File: src/rtl/mc8051_instr_sequencer.sv
// mc8051 instruction fetch and stage sequencer.
// Fetches opcode/operand bytes and steps ci_stage for op_decoder.
module mc8051_instr_sequencer #(
    parameter int                   PC_WIDTH     = 16,
    parameter logic [PC_WIDTH-1:0]  RESET_VECTOR = '0
) (
    input  logic                i_clk,
    input  logic                i_rst,
    output logic                o_mem_req,
    output logic [PC_WIDTH-1:0] o_mem_addr,
    input  logic                i_mem_ack,
    input  logic [7:0]          i_mem_rdata,
    output logic [7:0]          o_instr_buffer,
    output logic [1:0]          o_ci_stage,
    output logic                o_mc_valid,
    output logic [7:0]          o_opr0,
    output logic [7:0]          o_opr1,
    output logic [PC_WIDTH-1:0] o_pc,
    input  logic                i_mc_last,
    input  logic                i_mc_stall,
    input  logic                i_opr_req,
    input  logic                i_pc_load,
    input  logic [PC_WIDTH-1:0] i_pc_load_addr,
    output logic                o_seq_err
);

    typedef enum logic [1:0] {
        S_FETCH = 2'd0,
        S_EXEC  = 2'd1,
        S_OPR   = 2'd2
    } state_t;

    localparam logic [PC_WIDTH-1:0] PC_ONE = {{(PC_WIDTH-1){1'b0}}, 1'b1};

    state_t              state_q;
    logic [PC_WIDTH-1:0] pc_q;
    logic [7:0]          instr_q;
    logic [1:0]          stage_q;
    logic                mc_valid_q;
    logic [7:0]          opr0_q;
    logic [7:0]          opr1_q;
    logic [1:0]          cnt_q;
    logic                seq_err_q;
    logic                req_q;
    logic                last_q;
    logic                pcld_q;
    logic [PC_WIDTH-1:0] pcld_addr_q;

    logic                use_reg;
    logic                c_last;
    logic                c_pcld;
    logic [PC_WIDTH-1:0] c_addr;
    logic [PC_WIDTH-1:0] pc_inc;
    logic [PC_WIDTH-1:0] c_pc_d;
    logic                c_ovf;
    logic                c_end;
    logic                ack;
    logic                opr_full;

    // Stage completion: the OPR path uses the controls registered at request
    always_comb begin
        use_reg = (state_q == S_OPR);
        c_last  = use_reg ? last_q      : i_mc_last;
        c_pcld  = use_reg ? pcld_q      : i_pc_load;
        c_addr  = use_reg ? pcld_addr_q : i_pc_load_addr;
        pc_inc  = pc_q + PC_ONE;
        c_pc_d  = c_pcld ? c_addr : (use_reg ? pc_inc : pc_q);
        c_ovf   = !c_last && (stage_q == 2'd3);
        c_end   = c_last || c_ovf;
        ack     = req_q && i_mem_ack;
        opr_full = (cnt_q == 2'd2);
    end

    always_ff @(posedge i_clk) begin
        if (i_rst) begin
            state_q     <= S_FETCH;
            pc_q        <= RESET_VECTOR;
            instr_q     <= 8'h00;
            stage_q     <= 2'd0;
            mc_valid_q  <= 1'b0;
            opr0_q      <= 8'h00;
            opr1_q      <= 8'h00;
            cnt_q       <= 2'd0;
            seq_err_q   <= 1'b0;
            req_q       <= 1'b0;
            last_q      <= 1'b0;
            pcld_q      <= 1'b0;
            pcld_addr_q <= '0;
        end else begin
            seq_err_q <= 1'b0;
            unique case (state_q)
                S_FETCH: begin
                    if (!req_q) begin
                        req_q <= 1'b1;
                    end else if (ack) begin
                        instr_q    <= i_mem_rdata;
                        pc_q       <= pc_inc;
                        stage_q    <= 2'd0;
                        cnt_q      <= 2'd0;
                        req_q      <= 1'b0;
                        mc_valid_q <= 1'b1;
                        state_q    <= S_EXEC;
                    end
                end
                S_EXEC: begin
                    if (i_mc_stall) begin
                        state_q <= S_EXEC;
                    end else if (i_opr_req && !opr_full) begin
                        state_q     <= S_OPR;
                        mc_valid_q  <= 1'b0;
                        req_q       <= 1'b1;
                        last_q      <= i_mc_last;
                        pcld_q      <= i_pc_load;
                        pcld_addr_q <= i_pc_load_addr;
                    end else begin
                        // A third operand request completes without a fetch
                        seq_err_q <= c_ovf || i_opr_req;
                        pc_q      <= c_pc_d;
                        if (c_end) begin
                            state_q    <= S_FETCH;
                            mc_valid_q <= 1'b0;
                            req_q      <= 1'b1;
                        end else begin
                            stage_q <= stage_q + 2'd1;
                        end
                    end
                end
                S_OPR: begin
                    if (ack) begin
                        if (cnt_q == 2'd0) begin
                            opr0_q <= i_mem_rdata;
                        end else begin
                            opr1_q <= i_mem_rdata;
                        end
                        cnt_q     <= cnt_q + 2'd1;
                        pc_q      <= c_pc_d;
                        seq_err_q <= c_ovf;
                        if (c_end) begin
                            state_q    <= S_FETCH;
                            mc_valid_q <= 1'b0;
                            req_q      <= 1'b1;
                        end else begin
                            state_q    <= S_EXEC;
                            stage_q    <= stage_q + 2'd1;
                            mc_valid_q <= 1'b1;
                            req_q      <= 1'b0;
                        end
                    end
                end
                default: begin
                    state_q    <= S_FETCH;
                    mc_valid_q <= 1'b0;
                    req_q      <= 1'b0;
                end
            endcase
        end
    end

    assign o_mem_req      = req_q;
    assign o_mem_addr     = pc_q;
    assign o_instr_buffer = instr_q;
    assign o_ci_stage     = stage_q;
    assign o_mc_valid     = mc_valid_q;
    assign o_opr0         = opr0_q;
    assign o_opr1         = opr1_q;
    assign o_pc           = pc_q;
    assign o_seq_err      = seq_err_q;

endmodule

File: config.mk
export PLATFORM = sky130hd
export DESIGN_NAME = mc8051_instr_sequencer
export DESIGN_NICKNAME = d
export VERILOG_FILES = /design/src/rtl/mc8051_instr_sequencer.sv
export SDC_FILE = /design/constraint.sdc
export NUM_CORES = 1
export LEC_CHECK = 0
export BUFFER_PORTS_ARGS = -buffer_cell sky130_fd_sc_hd__buf_2
export CORE_MARGIN = 3
export CORE_UTILIZATION = 52
export DETAILED_ROUTE_END_ITERATION = 10
export GPL_ROUTABILITY_DRIVEN = 0
export PLACE_DENSITY = 0.76
export SETUP_SLACK_MARGIN = 0.15
export SLEW_MARGIN = 20
export SYNTH_ARGS = -nofsm -noshare
export SYNTH_HDL_FRONTEND = slang
export SYNTH_SLANG_ARGS = --single-unit
File: constraint.sdc
create_clock -name i_clk -period 2.6 [get_ports i_clk]
set_clock_uncertainty 0.15 [all_clocks]
set_input_delay 0 -clock i_clk [delete_from_list [all_inputs] [get_ports i_clk]]
set_output_delay 0 -clock i_clk [all_outputs]
set_load 0.02 [all_outputs]
### After elaboration in Yosys (flattened, before gate mapping)

Cells that the tools add are included.

| operators by class | value |
|---|---|
| bitwise logic cells | 2 |
| reduce and logical (&&, ||, !) cells | 20 |
| add/subtract/negate cells | 3 |
| muxes and demuxes | 48 |
| equal/unequal tests | 11 |

Operator list:

| kind | number |
|---|---|
| $mux 16 | 8 |
| $pmux 16 s3 | 1 |
| $mux 2 | 13 |
| $mux 1 | 20 |
| $add 16x1->16 const B | 1 |
| $reduce_and 3->1 | 5 |
| $pmux 2 s3 | 2 |
| $ne 2x2->1 const B | 4 |
| $reduce_and 4->1 | 2 |
| $eq 2x2->1 const B | 3 |
| $pmux 1 s3 | 2 |
| $reduce_and 6->1 | 1 |
| $reduce_and 5->1 | 1 |
| $add 2x1->2 const B | 2 |
| $logic_not 2->1 | 2 |
| $ne 4x4->1 const B | 1 |
| $pmux 2 s2 | 1 |
| $logic_and 1x1->1 | 3 |
| $ne 3x3->1 const B | 1 |
| $reduce_bool 3->1 | 1 |
| $eq 2x1->1 const B | 1 |
| $logic_not 1->1 | 2 |
| $logic_or 1x1->1 | 2 |
| $ne 2x1->1 const B | 1 |
| 3 further kinds | 4 |

| storage, ports and cells | value |
|---|---|
| output and inout bits | 61 |
| logic and storage cells | 97 |
| bits in registers | 67 |
| input bits | 31 |

### Logic depth before layout (Yosys ltp)

Gate-level depths: netlist of run 1.

| depth | value |
|---|---|
| word-level depth | 9 |
| gate-level depth with buffers | 10 |
| gate-level depth less buffers | 7 |

### Worst setup path before layout of run 1

OpenSTA, ideal clock, no wires.

| path | value |
|---|---|
| kind | register to register |
| start point | reg state_q[0] |
| end point | reg pc_q[12] (netlist: o_mem_addr[12]) |
| arrival | 2001 ps |
| cell stages (with the launch flop) | 10 |
| setup slack | 390 ps |
| setup time | 60 ps |
| period minus slack after synthesis | 2210 ps |
| data required time | 2390 ps |
| path buffers | 2 |
| cells stage by stage | dfxtp_1 -> inv_1 -> ha_1 -> buf_6 -> mux2_4 -> and2_4 -> buf_6 -> or4_1 -> o21ai_1 -> a32o_2 |

| between the ends | value |
|---|---|
| longest elaborated chain between the ends | 6 |
| elaborated cells on any way between the ends | 18 |
| those cells by class | 7 x eq/ne; 8 x mux; 3 x reduce/logical |

Ends and longest elaborated chain:

| element | RTL line | source |
|---|---|---|
| start: declaration | 35 | `state_t state_q;` |
| start signal: assignment | 76 | `state_q <= S_FETCH;` |
| start signal: assignment | 102 | `state_q <= S_EXEC;` |
| start signal: assignment | 107 | `state_q <= S_EXEC;` |
| $eq 2x2->1 | 62, 91 |  |
| $mux 16 (tied with other cells) | 67 | `c_pc_d = c_pcld ? c_addr : (use_reg ? pc_inc : pc_q);` |
| $mux 16 | 67 |  |
| $mux 16 | 108 | `end else if (i_opr_req && !opr_full) begin` |
| $mux 16 | 106 | `if (i_mc_stall) begin` |
| $pmux 16 s3 | 91 | `unique case (state_q)` |
| end signal: assignment | 97 | `pc_q <= pc_inc;` |
| end signal: assignment | 118 | `pc_q <= c_pc_d;` |
| end signal: assignment | 136 | `pc_q <= c_pc_d;` |
| end: declaration | 36 | `logic [PC_WIDTH-1:0] pc_q;` |

Parallel ways exist; a longest one is shown, timed or not. The select of a mux whose other input is x is not followed.
A chain may end at the register's enable or synchronous reset.

### Final worst setup path of run 1

Same ends and word-level chain as after synthesis.

==> metrics.csv, run 1 <==
metric;value;unit
syn_area_per_cell;7.59;sq um
required;2740;ps
cap_violations;0;
synth_top_family_by_area;simple AND/OR/NAND/NOR gates;
setup_viol;0;
synth_top_area_share;40.0;%
drive_gt1_share;22.9;%
max_slew_margin;45.2;%
drt_iter0_drc;262;
clock_path_buffers;2;
synth-compound-area-share;18.7;%
switchingPower;0.00112;W
syn-cell-area;3350;sq um
finalHoldViolCount;0;
seqPwrFrac;37.8;%
antenna_left;0;
syn_to_final_growth;26.6;%
layout_setup_ws;276;ps
ir_drop;0.000515;V
ys_seq_area_share;40.0;%
share_comb_of_total_power;31.6;%
yosys.area.top_type;dfxtp_1;
antenna_cells;0;
yosys_warnings;0;
coreArea;6100;sq um
drc;0;
wl_per_cell;15.5;um
htreeDepth;3;
die_y;86.3;um
critPathMaxFanout;23;
cp.arrival;2470;ps
synth_fa_ha_area_share;2.98;%
via_per_inst;5.57;
hpwl;6.23;mm
clock_latency;350;ps
ys_seq_elements;67;
cts_tree;built;
p_per_area;737;nW/um^2
io_pins;92;
grt_start_max_net_pins;63;
hold_path_class;in -> reg;
synth.area.mux_share;6.23;%
post_cts_buffers;0;
die_w;86.3;um
grt_pass1_vias;3291;
vias;3454;
max_freq;0.430;GHz
synth_fp_nets;481;
synth_xor_area_share;0;%
tightest_slew;820;ps
grt_usage;26.0;%
p_total;0.00313;W
start_kind;flop;
pre_cts_ws;229;ps
cts.sinks;67;
p_clk_share;30.7;%
drv_slew;0;
antenna_found_initial;0;
rows;28;
synth_cell_types;46;
post-route-min-period;2320;ps
cts_made_buffers;9;
synth_area_leaders;dfxtp_1 (40%), nand2_1 (13%), a21oi_1 (9.4%), mux2i_1 (4.8%), buf_4 (3.6%);
post-route-period-util;89.4;%
critPathKind;reg -> reg;
intPower;0.00201;W
holdWs;32.5;ps
syn-instance-count;442;
grt_overflow_total;0;
end_kind;flop;
fill_cells;535;
fin_nets;580;
dieArea;7450;sq um
first_pass_iters;5;
grt_first_pass_wirelength;15.4;mm
leakagePower;1.74;nW
start_util;55.0;%
rsz0062_at_grt;false;
tns;0;ps
wl;9.61;mm
status;complete, no violations;
p_sw_share;35.7;%
numPortBuffers;91;
clk_pin_slew;80;ps
synthSimpleGateAreaFrac;24.2;%
cts-root-buf;clkbuf_8;
synthesized netlist by cell type, drive strengths merged:
| library cell | n |
|---|---|
| inv | 7 |
| and3 | 5 |
| o32ai | 2 |
| nor2 | 22 |
| a21oi | 63 |
| buf | 21 |
| mux2i | 16 |
| nor4 | 1 |
| a22oi | 1 |
| o41ai | 2 |
| and2 | 2 |
| a31oi | 1 |
| or3 | 1 |
| nand2 | 118 |
| o2bb2ai | 1 |
| nand3 | 14 |
| or2 | 1 |
| o22ai | 5 |
| o31ai | 1 |
| a32o | 4 |
| and4 | 2 |
| nor3 | 9 |
| nor2b | 4 |
| nor3b | 1 |
| o31a | 1 |
| o221a | 1 |
| a221oi | 1 |
| clkinv | 1 |
| a211oi | 2 |
| a211o | 1 |
| nand2b | 3 |
| or4 | 1 |
| dfxtp | 67 |
| o32a | 1 |
| clkbuf | 20 |
| nand4 | 5 |
| mux2 | 4 |
| o211ai | 1 |
| o21ai | 21 |
| ha | 8 |
registers in the layout (all words and copies together) (netlist names):
name	flops
o_mem_addr	16
pcld_addr_q	16
o_instr_buffer	8
o_opr0	8
o_opr1	8
cnt_q	2
o_ci_stage	2
state_q	2
last_q	1
o_mc_valid	1
o_mem_req	1
o_seq_err	1
pcld_q	1
cells in the final DEF, fill, tap and decap left out, types with 2 or more instances in the layout:
| cell | netlist | layout |
|---|---|---|
| a211oi_1 | 2 | 2 |
| a21oi_1 | 63 | 63 |
| a32o_1 | 3 | 3 |
| and3_1 | 5 | 4 |
| and4_1 | 2 | 2 |
| buf_2 | 3 | 91 |
| buf_4 | 16 | 9 |
| bufinv_16 | 0 | 2 |
| clkbuf_8 | 0 | 9 |
| dfxtp_1 | 67 | 67 |
| dlygate4sd3_1 | 0 | 29 |
| ha_1 | 8 | 7 |
| inv_1 | 7 | 7 |
| mux2_2 | 3 | 3 |
| mux2i_1 | 16 | 16 |
| nand2_1 | 118 | 118 |
| nand2b_1 | 3 | 3 |
| nand3_1 | 14 | 14 |
| nand4_1 | 5 | 5 |
| nor2_1 | 22 | 22 |
| nor2b_1 | 4 | 4 |
| nor3_1 | 9 | 9 |
| o21ai_0 | 20 | 20 |
| o22ai_1 | 5 | 5 |
| o32ai_1 | 2 | 2 |
| o41ai_1 | 2 | 2 |
metrics by stage:
stage,area [sq um],util (%),cells
floorplan,3350,-,442
global placement,3740,61.3,576
detailed placement,3740,61.3,576
CTS,4240,69.6,620
global route,4250,69.7,620
finish,4250,69.7,620
worst max-delay path, cell delays in order, from the launching register on:
cell and delay (ps):
dfxtp_1 340, inv_1 100, ha_2 340, mux2_4 330, and2_4 240, or4_1 530, o21ai_1 100, a32o_2 130
layer usage:
| metal | vias to the layer above | GRT usage, % | part of all wire [%] |
|---|---|---|---|
| met2 | 145 | 43.9 | 48 |
| li1 | 1705 | - | - |
| met4 | 0 | 8.64 | 1.3 |
| met3 | 11 | 5.23 | 6.7 |
| met1 | 1593 | 33.4 | 44 |
| met5 | - | 0 | 0 |
path summary, 6_finish.rpt:
| check | startpoint | to | slack [ps] | cells after the start |
|---|---|---|---|---|
| hold / removal | i_rst | o_mem_addr[7] | 30 | 3 |
| setup / recovery | state_q[0] | o_mem_addr[12] | 280 | 7 |
| hold reg to reg | o_opr1[5] | o_opr1[5] | 310 | 2 |
| setup reg to reg | state_q[0] | o_mem_addr[12] | 280 | 7 |
area by class of cell:
type | instances | area, sq um | share of cell area, %
clock inverter | 6 | 90.1 | 2.12
timing repair buffer | 129 | 813 | 19.2
tap | 75 | 93.8 | 2.21
multi-input combinational | 326 | 1750 | 41.3
inverter | 8 | 30.0 | 0.707
sequential | 67 | 1340 | 31.6
clock buffer | 9 | 124 | 2.92
timing repair:
item                                   CTS  global route
gates resized for setup                  0             2
setup endpoints to repair                0            10
hold buffers                            29             0
endpoints found under the hold margin   54             0
power groups by stage:
stage                     clock network (W)  registers [W]  logic (W)
final                              0.000959        0.00118   0.000987
after global routing                0.00102        0.00119    0.00109
after CTS                          0.000972        0.00118   0.000972
after detailed placement                  0        0.00120   0.000933
after global placement                    0        0.00120   0.000916
after floorplan                           0        0.00127   0.000595
cells by family after synthesis:
| family | Yosys count |
|---|---|
| buffers and inverters | 49 |
| flip-flops | 67 |
| AND/OR/NAND/NOR | 189 |
| adder cells (fa/ha/maj) | 8 |
| multiplexers | 20 |
| AO/OA/AOI/OAI | 109 |
Power figures use the tool's default switching activity.
==> inputs of run 2 (changes only) <==
==> constraint.sdc (replaced) <==
create_clock -name i_clk -period 2.6 [get_ports i_clk]
set_clock_uncertainty 0.15 [all_clocks]
set_input_delay 0.13 -clock i_clk [delete_from_list [all_inputs] [get_ports i_clk]]
set_output_delay 0.13 -clock i_clk [all_outputs]
set_load 0.02 [all_outputs]
==> run 2 against run 1 <==
Net effect: first-iteration DRC count fell by 22%; critical path depth did not move; worst setup slack got worse by 6.5 ps; critical endpoint unchanged.
==> metrics.csv, run 2 (synthesis results as in run 1) <==
metric;value;unit
hold_path_class;in -> reg;
antenna_left;0;
clock_latency;340;ps
cts.sinks;67;
ir_drop;0.000471;V
max_freq;0.429;GHz
p_clk_share;32.7;%
drv_slew;0;
max_slew_margin;52.3;%
numPortBuffers;91;
grt_start_max_net_pins;40;
p_sw_share;33.7;%
layout_commonest_cell;nand2_1;
fill_cells;520;
end_kind;flop;
antenna_cells;0;
final_cell_mix;nand2_1 (118), buf_2 (91), dfxtp_1 (67);
r2r_setup_slack;270;ps
r2r_cells;7;
rsz0062_at_grt;false;
antenna_found_initial;0;
die_w;86.3;um
cap_violations;0;
min_to;state_q[0];
fin_nets;578;
p_per_area;757;nW/um^2
drive_gt1_share;23.2;%
r2r-start;state_q[0];
critPathKind;reg -> reg;
clk_pin_slew;70;ps
start_util;55.0;%
path_cells;inv_1 -> ha_2 -> mux2_4 -> and2_4 -> or4_1 -> o21ai_1 -> a32o_2;
holdWs;42.0;ps
cts_tree;built;
post_cts_buffers;0;
drc;0;
dieArea;7450;sq um
rows;28;
post-route-util;69.7;%
setup_viol;0;
crit_path_top_delay_cell;or4_1;
reg2reg_to;o_mem_addr[12];
grt_overflow_total;0;
io_pins;92;
post-route-period-util;89.6;%
vias;3454;
seqPwrFrac;36.7;%
wl_per_cell;15.1;um
critPathMaxFanout;23;
grt_pass1_vias;3236;
status;complete, no violations;
htreeDepth;3;
hp-start;i_mc_stall;
intPower;0.00213;W
hpwl;6.19;mm
post-route-min-period;2330;ps
wl;9.37;mm
grt_first_pass_wirelength;15.2;mm
required;2740;ps
cp.arrival;2470;ps
fin_area;4250;sq um
start_kind;flop;
cts_made_buffers;9;
drt_iter0_drc;204;
leakagePower;1.75;nW
first_pass_iters;5;
finalHoldViolCount;0;
share_comb_of_total_power;30.6;%
min_path_cells;4;
max_stage_delay;520;ps
coreArea;6100;sq um
clock_path_buffers;2;
tightest_slew;714;ps
cts-root-buf;clkbuf_8;
dpl-instance-area;3750;sq um
switchingPower;0.00108;W
tns;0;ps
syn_to_final_growth;26.7;%
die_y;86.3;um
grt_usage;25.7;%
via_per_inst;5.58;
## run 2: cell count changes in the layout (fill, tap and decap cells not counted), sizes merged
cell	before	now
clkinvlp	1	0
clkbuf	9	11
inv	8	7
dlygate4sd3	29	26
bufinv	2	3
buf	100	101
## run 2: power groups by stage
stage / Clock [W] / Combinational (W) / Sequential [W]
2_1_floorplan: 0 / 0.000595 / 0.00127
5_1_grt: 0.00111 / 0.00108 / 0.00119
3_5_place_dp: 0 / 0.000923 / 0.00120
3_3_place_gp: 0 / 0.000917 / 0.00120
6_report: 0.00105 / 0.000984 / 0.00118
4_1_cts: 0.00106 / 0.000964 / 0.00118
## run 2: worst max path at each step
stage / start / end / slack [ps] / depth (start not counted)
floorplan: state_q[0] / o_mem_addr[12] / 390 / 9
global placement: state_q[0] / o_mem_addr[12] / 310 / 7
detailed placement: state_q[0] / o_mem_addr[12] / 260 / 7
CTS: state_q[0] / state_q[1] / 210 / 6
global route: state_q[1] / o_mem_addr[6] / 200 / 8
finish: state_q[0] / o_mem_addr[12] / 270 / 7
## run 2: per-stage QoR
step | std cells | setup WS (ps) | power, W
3_3_place_gp | 577 | 306 | 0.00212
5_1_grt | 619 | 195 | 0.00338
2_1_floorplan | 442 | 390 | 0.00187
4_1_cts | 619 | 211 | 0.00321
6_report | 619 | 270 | 0.00322
3_5_place_dp | 577 | 264 | 0.00213
## run 2: layout make-up
class | count | area, sq um | share of cell area (%)
Multi-Input combinational cell | 326 | 1750 | 41.3
Sequential cell | 67 | 1340 | 31.5
Timing Repair Buffer | 127 | 791 | 18.6
Clock buffer | 11 | 141 | 3.33
Clock inverter | 5 | 100 | 2.35
Tap cell | 75 | 93.8 | 2.21
Inverter | 8 | 30.0 | 0.706
## run 2: layer usage
| layer | wire length (um) | vias up | track usage [%] | share of wire, % |
|---|---|---|---|---|
| li1 | - | 1704 | - | - |
| met1 | 3990 | 1600 | 33.0 | 43 |
| met2 | 4580 | 131 | 42.7 | 49 |
| met3 | 632 | 19 | 4.75 | 6.7 |
| met4 | 172 | 0 | 10.2 | 1.8 |
| met5 | 0 | - | 0 | 0 |
## run 2: repair_timing
| action | CTS | global route |
|---|---|---|
| hold buffers | 26 | 0 |
| endpoints found under the hold margin | 42 | 0 |
| gates resized for setup | 0 | 2 |
| setup endpoints to repair | 0 | 15 |
## run 2: worst max-delay path: cells and delay by family, from the launching register on
family	cells	cell delay [ps]
AOI/OAI and AO/OA	2	250
adders and majority gates	1	340
buffers and inverters	1	100
DFF	1	340
muxes	1	330
and+or+nand+nor	2	760
==> inputs of run 3 (changes only) <==
CORE_UTILIZATION = 56   (was 52)
PLACE_DENSITY = 0.82   (was 0.76)
clock period = 2.8 ns   (was 2.6 ns; I/O delays follow)
==> run 3 against run 2 <==
Net effect: sequential power fell by 6%; hold slack improved by 11 ps; clock power fell by 25%; cell count fell by 0.97%; non-clock buffer count fell by 3; combinational power fell by 13%; total power fell by 14%; critical endpoint unchanged; largest cell class unchanged; largest power group unchanged.
==> metrics.csv, run 3 (synthesis results as in run 1) <==
metric;value;unit
htreeDepth;3;
syn_to_final_growth;24.6;%
numPortBuffers;91;
end_kind;flop;
cp.arrival;2580;ps
tns;0;ps
antenna_left;0;
final_cell_mix;nand2_1 (118), buf_2 (91), dfxtp_1 (67);
seqPwrFrac;40.2;%
max_freq;0.408;GHz
grt_first_pass_wirelength;15.3;mm
intPower;0.00174;W
rsz0062_at_grt;false;
grt_pass1_vias;3324;
finalHoldViolCount;0;
coreArea;5640;sq um
start_kind;flop;
post-route-min-period;2450;ps
cts.sinks;67;
tightest_slew;702;ps
rows;27;
p_sw_share;36.8;%
ir_drop;0.000409;V
critPathMaxFanout;23;
hold_path_class;in -> reg;
critPathKind;reg -> reg;
hpwl;6.03;mm
cts_tree;built;
io_pins;92;
via_per_inst;5.61;
die_w;83.4;um
cts-root-buf;clkbuf_8;
cap_violations;0;
grt_start_max_net_pins;63;
status;complete, no violations;
drive_gt1_share;22.9;%
wl;9.02;mm
clk_pin_slew;80;ps
dieArea;6950;sq um
clock_latency;340;ps
drv_slew;0;
required;2930;ps
post-route-period-util;87.5;%
layout_commonest_cell;nand2_1;
grt_usage;26.3;%
die_y;83.4;um
crit_path_top_delay_cell;or4_1;
fill_cells;395;
path_cells;inv_1 -> ha_1 -> mux2_4 -> and2_4 -> or4_1 -> o21ai_1 -> a32o_2;
start_util;59.5;%
cts_made_buffers;9;
antenna_found_initial;0;
p_total;0.00276;W
vias;3441;
leakagePower;1.71;nW
drt_iter0_drc;296;
crit_family;simple AND/OR/NAND/NOR gates;
switchingPower;0.00102;W
max_slew_margin;53.1;%
clock_path_buffers;2;
fin_nets;575;
r2r_setup_slack;350;ps
first_pass_iters;5;
cp_num_buf_inv;1;
p_per_area;660;nW/um^2
p_clk_share;28.7;%
max_stage_delay;520;ps
drc;0;
post_cts_buffers;0;
antenna_cells;0;
grt_overflow_total;0;
wl_per_cell;14.7;um
setup_viol;0;
share_comb_of_total_power;31.2;%
run 3: layout make-up:
cell class	count	area, sq um	share of cell area [%]
inverter	8	30.0	0.719
tap	72	90.1	2.16
clock buffer	9	124	2.96
timing repair buffer	124	768	18.4
sequential	67	1340	32.1
multi-input combinational	326	1760	42.0
clock inverter	7	68.8	1.65
run 3: metrics by stage:
step | worst slack, ps | std cells | utilization [%] | area, sq um | hold slack [ps]
2_1_floorplan | 590 | 442 | - | 3350 | 126
3_3_place_gp | 457 | 571 | 65.9 | 3720 | 240
3_5_place_dp | 347 | 571 | 65.9 | 3720 | 251
4_1_cts | 292 | 613 | 74.0 | 4170 | 48.0
5_1_grt | 184 | 613 | 74.1 | 4180 | 81.1
6_report | 350 | 613 | 74.1 | 4180 | 52.9
run 3: repair_timing:
action                                 CTS  global route
setup endpoints to repair                0             4
hold buffers                            26             0
gates resized for setup                  0             2
endpoints found under the hold margin   42             0
run 3: worst register-to-register path, cell delays in order (launching register included):
cell and delay [ps]:
dfxtp_1 350, inv_1 90, ha_1 470, mux2_4 350, and2_4 240, or4_1 520
o21ai_1 90, a32o_2 130
run 3: worst paths after layout:
path                                     endpoint  depth (start not counted)         startpoint
worst min-delay path                   state_q[0]                          4         i_mc_stall
worst max-delay path               o_mem_addr[12]                          7         state_q[0]
worst min register to register  o_instr_buffer[5]                          2  o_instr_buffer[5]
worst max register to register     o_mem_addr[12]                          7         state_q[0]
run 3: power by group through the flow:
stage                     Sequential, W  Clock [W]  Combinational (W)
after floorplan                 0.00118          0           0.000553
after global placement          0.00113          0           0.000788
after detailed placement        0.00113          0           0.000802
after CTS                       0.00111   0.000797           0.000838
after global routing            0.00112   0.000844           0.000939
final                           0.00111   0.000791           0.000860
run 3: per-layer routing:
layer / global-route usage (%) / vias up / part of all wire, %
li1: - / 1702 / -
met4: 10.4 / 0 / 2.0
met3: 6.15 / 18 / 6.8
met5: 0 / - / 0
met2: 43.4 / 153 / 48
met1: 33.1 / 1568 / 43
